**config.mk**
```make
export PLATFORM = sky130hd
export DESIGN_NAME = ssd_scan_ctrl
export DESIGN_NICKNAME = d
export VERILOG_FILES = /design/src/rtl/ssd_scan_ctrl_pkg.sv /design/src/rtl/ssd_scan_ctrl_slot_timer.sv /design/src/rtl/ssd_scan_ctrl.sv
export SDC_FILE = /design/constraint.sdc
export NUM_CORES = 1
export LEC_CHECK = 0
export CAP_MARGIN = 30
export CORE_MARGIN = 10
export CORE_UTILIZATION = 50
export DETAILED_ROUTE_END_ITERATION = 6
export PLACE_DENSITY = 0.75
export SYNTH_ARGS = -nofsm -noshare
export SYNTH_HDL_FRONTEND = slang
export SYNTH_SLANG_ARGS = --single-unit
```
**constraint.sdc**
```tcl
create_clock -name clk -period 2 [get_ports clk]
set_clock_uncertainty 0.1 [all_clocks]
set_input_delay 0.2 -clock clk [delete_from_list [all_inputs] [get_ports clk]]
set_output_delay 0.2 -clock clk [all_outputs]
set_load 0.05 [all_outputs]
```
**src/rtl/ssd_scan_ctrl_pkg.sv**
```systemverilog
// Shared types and the hex-to-seven-segment decode for the display scan controller.
package ssd_pkg;

  typedef enum logic {DEAD, DRIVE} scan_state_t;

  // Segment order {g,f,e,d,c,b,a}, active-high.
  localparam logic [6:0] SEG_TABLE [16] = '{
    7'b0111111, 7'b0000110, 7'b1011011, 7'b1001111,
    7'b1100110, 7'b1101101, 7'b1111101, 7'b0000111,
    7'b1111111, 7'b1101111, 7'b1110111, 7'b1111100,
    7'b0111001, 7'b1011110, 7'b1111001, 7'b1110001
  };

  function automatic logic [6:0] hex_to_seg(input logic [3:0] value);
    return SEG_TABLE[value];
  endfunction

endpackage

```
**src/rtl/ssd_scan_ctrl_slot_timer.sv**
```systemverilog
// Per-digit slot timing: a DEAD gap of DEAD_CYCLES followed by a DRIVE window,
// with a one-cycle slot_end pulse on the last DRIVE cycle.
module ssd_slot_timer
  import ssd_pkg::*;
#(
  parameter int PERIOD      = 10,
  parameter int DEAD_CYCLES = 2
) (
  input  logic clk,
  input  logic rst,
  output logic drive_active,
  output logic slot_end
);

  localparam int CNT_W = $clog2(PERIOD + 1);
  localparam logic [CNT_W-1:0] DEAD_LAST  = CNT_W'((DEAD_CYCLES > 0) ? DEAD_CYCLES - 1 : 0);
  localparam logic [CNT_W-1:0] DRIVE_LAST = CNT_W'(PERIOD - DEAD_CYCLES - 1);

  scan_state_t      state;
  logic [CNT_W-1:0] cnt;

  always_ff @(posedge clk) begin
    if (rst) begin
      state <= DEAD;
      cnt   <= '0;
    end else begin
      case (state)
        DEAD: begin
          if (cnt == DEAD_LAST) begin
            state <= DRIVE;
            cnt   <= '0;
          end else begin
            cnt <= cnt + 1'b1;
          end
        end
        default: begin
          if (cnt == DRIVE_LAST) begin
            state <= DEAD;
            cnt   <= '0;
          end else begin
            cnt <= cnt + 1'b1;
          end
        end
      endcase
    end
  end

  assign drive_active = (state == DRIVE);
  assign slot_end     = (state == DRIVE) && (cnt == DRIVE_LAST);

endmodule

```
**src/rtl/ssd_scan_ctrl.sv**
```systemverilog
// N-digit multiplexed seven-segment controller with right-shifting key entry buffer.
// Optional cursor blink on digit 0 enabled by defining SSD_CURSOR_BLINK_EN.
module ssd_scan_ctrl
  import ssd_pkg::*;
#(
  parameter int NUM_DIGITS  = 2,
  parameter int CLK_FREQ    = 125_000_000,
  parameter int REFRESH_HZ  = 1000,
  parameter int DEAD_CYCLES = 16,
  parameter int BLINK_DIV   = 62_500_000
) (
  input  logic                            clk,
  input  logic                            rst,
  input  logic                            key_valid,
  input  logic [3:0]                      key_code,
  input  logic                            clear,
  output logic [6:0]                      seg,
  output logic [NUM_DIGITS-1:0]           dig_en,
  output logic [4*NUM_DIGITS-1:0]         disp_value,
  output logic [$clog2(NUM_DIGITS+1)-1:0] digit_count
);

  localparam int PERIOD = CLK_FREQ / (REFRESH_HZ * NUM_DIGITS);
  localparam int IDX_W  = (NUM_DIGITS > 1) ? $clog2(NUM_DIGITS) : 1;
  localparam int CNT_W  = $clog2(NUM_DIGITS + 1);

  if (PERIOD <= DEAD_CYCLES || BLINK_DIV < 1 || NUM_DIGITS < 1 || NUM_DIGITS > 8) begin : g_bad_cfg
    $error("ssd_scan_ctrl: slot PERIOD must exceed DEAD_CYCLES, BLINK_DIV >= 1, NUM_DIGITS in 1..8");
  end

  logic [NUM_DIGITS-1:0][3:0] digits;
  logic [NUM_DIGITS-1:0]      valid_mask;
  logic [IDX_W-1:0]           index;
  logic                       drive_active;
  logic                       slot_end;
  logic                       cursor_blank;

  ssd_slot_timer #(
    .PERIOD      (PERIOD),
    .DEAD_CYCLES (DEAD_CYCLES)
  ) u_timer (
    .clk          (clk),
    .rst          (rst),
    .drive_active (drive_active),
    .slot_end     (slot_end)
  );

  // Entry buffer: clear has priority over a simultaneous key.
  always_ff @(posedge clk) begin
    if (rst || clear) begin
      digits      <= '0;
      valid_mask  <= '0;
      digit_count <= '0;
    end else if (key_valid) begin
      for (int i = NUM_DIGITS - 1; i > 0; i--) begin
        digits[i]     <= digits[i-1];
        valid_mask[i] <= valid_mask[i-1];
      end
      digits[0]     <= key_code;
      valid_mask[0] <= 1'b1;
      if (digit_count != CNT_W'(NUM_DIGITS))
        digit_count <= digit_count + 1'b1;
    end
  end

  always_ff @(posedge clk) begin
    if (rst)
      index <= '0;
    else if (slot_end)
      index <= (index == IDX_W'(NUM_DIGITS - 1)) ? '0 : index + 1'b1;
  end

`ifdef SSD_CURSOR_BLINK_EN
  localparam int BW = $clog2(BLINK_DIV + 1);
  logic [BW-1:0] blink_cnt;
  logic          blink_on;

  always_ff @(posedge clk) begin
    if (rst) begin
      blink_cnt <= '0;
      blink_on  <= 1'b1;
    end else if (blink_cnt == BW'(BLINK_DIV - 1)) begin
      blink_cnt <= '0;
      blink_on  <= ~blink_on;
    end else begin
      blink_cnt <= blink_cnt + 1'b1;
    end
  end

  // Cursor only blinks on a partially filled buffer.
  assign cursor_blank = !blink_on && (digit_count != '0) &&
                        (digit_count != CNT_W'(NUM_DIGITS)) && (index == '0);
`else
  assign cursor_blank = 1'b0;
`endif

  // Output registers follow the timer state by one cycle, so DEAD cycles are always dark.
  always_ff @(posedge clk) begin
    if (rst || !drive_active) begin
      seg    <= '0;
      dig_en <= '0;
    end else begin
      dig_en <= NUM_DIGITS'(1) << index;
      seg    <= (valid_mask[index] && !cursor_blank) ? hex_to_seg(digits[index]) : 7'd0;
    end
  end

  assign disp_value = digits;

endmodule

```
==> results by stage <==
Clock tree:
- After clock tree synthesis, the setup repair step added 0 buffers.
- The TritonCTS clock tree is yes.
- The H-tree depth is 2.
- The TritonCTS sink count is 39.
- Buffers inserted to repair hold after CTS numbered 0.
- The number of buffers added by the clock tree synthesis step is 5.
- Clock-pin slew was measured on the worst setup and hold paths at 0.10 ns.
- The tree is rooted in a sky130_fd_sc_hd__clkbuf_4.
- The maximum count of clock buffers along a single path is 2.
- The insertion delay of the later-clocked pin in the worst-skew pair is 0.34 ns.

Placement:
- The half-perimeter wire length of the detailed placement result is 2.84 mm.
- The placed instance count is 264.
- In this run the cell area measured after placement is between 2000 and 2500 sq um.
- The number of port buffers is 26.
- At the end of routability-driven placement, the weighted congestion stood at 0.805.

Logic synthesis:
- The number of warnings reported in the yosys synthesis log is 0.
- Synthesis produced a netlist with a net count of 209.
- The area of the mapped netlist is 1800 sq um.
- The proportion of synthesized chip area in sequential cells is 0.433.
- sky130_fd_sc_hd__dfxtp_1 takes more of the synthesized area than any other cell.
- The flop and latch count out of synthesis is 39.
- The area share of the largest cell type after synthesis is 0.433.
- After technology mapping, the gate count stands at between 150 and 200.
- Averaged over all synthesized cells, the footprint is approximately 9.4 sq um.
- The count of cell types in the netlist is 34.
- After synthesis, the cell types taking the most area are sky130_fd_sc_hd__dfxtp_1 43%, sky130_fd_sc_hd__mux2i_1 6.7%, sky130_fd_sc_hd__nor2_1 6.4%.

STA:
- Setup repair after global routing could not meet its margin everywhere.
- The smallest clock period supported by the final layout is computed as 1.90 ns.
- The final count of pins violating max slew is 0.
- Measured against its own limit, the worst slew margin works out to 0.649.
- For the pin with the worst max-slew slack, the measured transition is about 0.53 ns.
- Timing would allow up to 525 MHz.
- Of the available clock period, the critical path in the final layout requires 0.952.
- Adding up every negative setup slack in the final design gives 0 ns.
- The smallest hold slack is ~0.37 ns.
- Setup violations remaining at the end of the flow were counted as 0.
- The number of hold-slack violations in the final timing report is 0.

Cells and area:
- The antenna diode count is 0.
- The library cell used most frequently in the layout, excluding fill and tap cells, is sky130_fd_sc_hd__dfxtp_1.
- In the final layout, the share of cells above drive strength 1 is 0.106.
- After the last flow step, the layout net total stands at 242.
- The finished layout holds 272 standard cells, fillers aside.
- The layout-stage area growth over the synthesis result is 22.7%.
- In the layout the commonest cells are 39 x sky130_fd_sc_hd__dfxtp_1, 31 x sky130_fd_sc_hd__nor2_1, 25 x sky130_fd_sc_hd__clkdlybuf4s50_1.
- The finished layout cell area is about 2200 sq um.

Floorplanning:
- During I/O placement, the number of pins put on the boundary was 27.
- The overall die area is 6410 sq um.
- For this configuration, the core starts out at a cell density of 0.528.
- Measured along the y axis, the die boundary spans 80.1 um.
- The region available for standard cell placement spans between 3000 and 4000 sq um.
- The die outline width is 80.1 um.
- The standard-cell row count is 21.

Global route:
- The number of global-route vias before repair is 1430.
- Across every metal layer, demand over resource in global routing totals 0.126.
- The total global routing overflow is 0.
- The initial antenna violation count came to 0.
- Entering global routing, the biggest net connects 13 pins.
- The first global-routing pass estimated 6.60 mm of wire.

Worst setup path:
- The worst setup path is captured at an output port.
- The worst setup path is launched from a flip-flop.
- The library cell contributing the largest single delay on the critical path is sky130_fd_sc_hd__clkdlybuf4s50_1.
- The largest single stage delay on the critical path is 0.84 ns.
- At the worst endpoint, the required time is between 1.5 and 2 ns.
- Counting both buffers and inverters, the worst setup path holds a total of 1.
- The category of the most critical setup path is reg2out.
- Data on the critical path arrives at its endpoint at 1.60 ns.
- The critical path goes through clkdlybuf4s50_1.
- The biggest fanout along the worst timing path is 4.
- Broken down by cell family, the worst path's largest delay share belongs to buffers and inverters.

Power:
- The power density normalized to cell area is slightly above 600 nW/um^2.
- Summed over all cells, the static leakage comes to 0.813 nW.
- IR analysis of the VDD net gives a maximum drop of 0.533 mV.

Detailed routing:
- The final route contains 1470 vias.
- The number of design rule violations left after detail routing is 0.
- The detailed-route wire length per cell is 13.9 um.
- The violation count after the first detailed-routing iteration is 95.
- For this run, the detailed router's first-pass iteration total came to 4.
- The antenna violation net count after detailed routing is 0.
- Dividing the detail-routed via count by the number of cells gives 5.40.
- The total detailed-routing wirelength is 3.77 mm.

Flow run:
- The max capacitance violation total is 0.

Worst hold path:
- The min-delay analysis places its worst path in the category in2reg.

Outcome:
- The run finished with clean final reports.
[metal layers]
metal / vias to the layer above / part of all wire / track usage
met2: 35 / 0.49 / 0.211
li1: 739 / - / -
met3: 2 / 0.068 / 0.0546
met5: - / 0 / 0
met4: 0 / 0.0048 / 0.0387
met1: 694 / 0.44 / 0.141
[state kept, by name (all words and copies together), names as in the netlist]
name                  count
digit_count               2
dig_en                    2
disp_value                8
u_timer.drive_active      1
valid_mask                2
u_timer.cnt              16
index                     1
seg                       7
[area by class of cell]
cell class	count	area, sq um
clock buffers	8	68.8
fillers	297	1200
inverters	7	26.3
multi-input cells	140	972
flip-flops and latches	39	781
well taps	46	57.6
repair buffers	32	308
[power breakdown]
group | internal, mW | total [mW] | leakage [nW] | switching [mW]
clock | 0.207 | 0.451 | 0.0386 | 0.244
combinational | 0.0544 | 0.120 | 0.459 | 0.0654
sequential | 0.788 | 0.800 | 0.316 | 0.0118
[through the flow]
| step | util | total power [mW] | setup WS (ns) |
|---|---|---|---|
| CTS | 0.645 | 1.38 | 0.0351 |
| floorplan | - | 0.893 | 0.0980 |
| global placement | 0.625 | 0.931 | 0.178 |
| finish | 0.648 | 1.37 | 0.0970 |
| detailed placement | 0.625 | 0.936 | 0.105 |
| global route | 0.648 | 1.43 | -0.0328 |
[worst paths after layout]
check                       from        endpoint  slack [ns]  cells after the start
hold reg to reg   u_timer.cnt[0]  u_timer.cnt[0]        0.40                      1
setup / recovery   disp_value[6]   disp_value[6]         0.1                      1
hold / removal       key_code[0]   disp_value[0]        0.37                      3
setup reg to reg  u_timer.cnt[0]           index         0.1                      5
[cells by family (layout without fill, tap and decap cells)]
group	Yosys count	after routing	synth area share
and+or+nand+nor	82	82	0.236
buffers and inverters	13	47	0.0326
AOI/OAI and AO/OA	19	19	0.0707
muxes	16	16	0.0978
adders and majority gates	9	9	0.0624
DFF	39	39	0.433
xor gates and xnor gates	14	14	0.0680
[Yosys cell counts]
library cell / number
sky130_fd_sc_hd__clkbuf_2: 2
sky130_fd_sc_hd__mux2i_4: 1
sky130_fd_sc_hd__nor4bb_1: 1
sky130_fd_sc_hd__nor3_1: 12
sky130_fd_sc_hd__nand4_1: 4
sky130_fd_sc_hd__nand2_1: 7
sky130_fd_sc_hd__nor2_2: 1
sky130_fd_sc_hd__xor2_1: 2
sky130_fd_sc_hd__mux2i_1: 12
sky130_fd_sc_hd__inv_1: 7
sky130_fd_sc_hd__o21bai_2: 1
sky130_fd_sc_hd__buf_6: 1
sky130_fd_sc_hd__o21ai_0: 4
sky130_fd_sc_hd__a21oi_1: 6
sky130_fd_sc_hd__a221oi_1: 3
sky130_fd_sc_hd__nor4_4: 1
sky130_fd_sc_hd__dfxtp_1: 39
sky130_fd_sc_hd__nor3b_1: 2
sky130_fd_sc_hd__a311oi_1: 1
sky130_fd_sc_hd__or2_2: 2
sky130_fd_sc_hd__nand3_2: 1
sky130_fd_sc_hd__ha_1: 9
sky130_fd_sc_hd__nor4_1: 5
sky130_fd_sc_hd__clkbuf_1: 3
sky130_fd_sc_hd__nand3_1: 7
sky130_fd_sc_hd__nor2_1: 31
sky130_fd_sc_hd__and4bb_2: 1
sky130_fd_sc_hd__a211o_1: 1
sky130_fd_sc_hd__and3_1: 2
sky130_fd_sc_hd__xnor2_1: 12
sky130_fd_sc_hd__nor2b_1: 1
sky130_fd_sc_hd__mux2_2: 3
sky130_fd_sc_hd__a211oi_1: 3
sky130_fd_sc_hd__or3_1: 4
[what timing repair did]
item                                   4_1_cts  5_1_grt
setup endpoints to repair                    0       11
endpoints found under the hold margin        0        0
gates resized for setup                      0        2
Note: power is estimated with default switching activity, not from simulation.
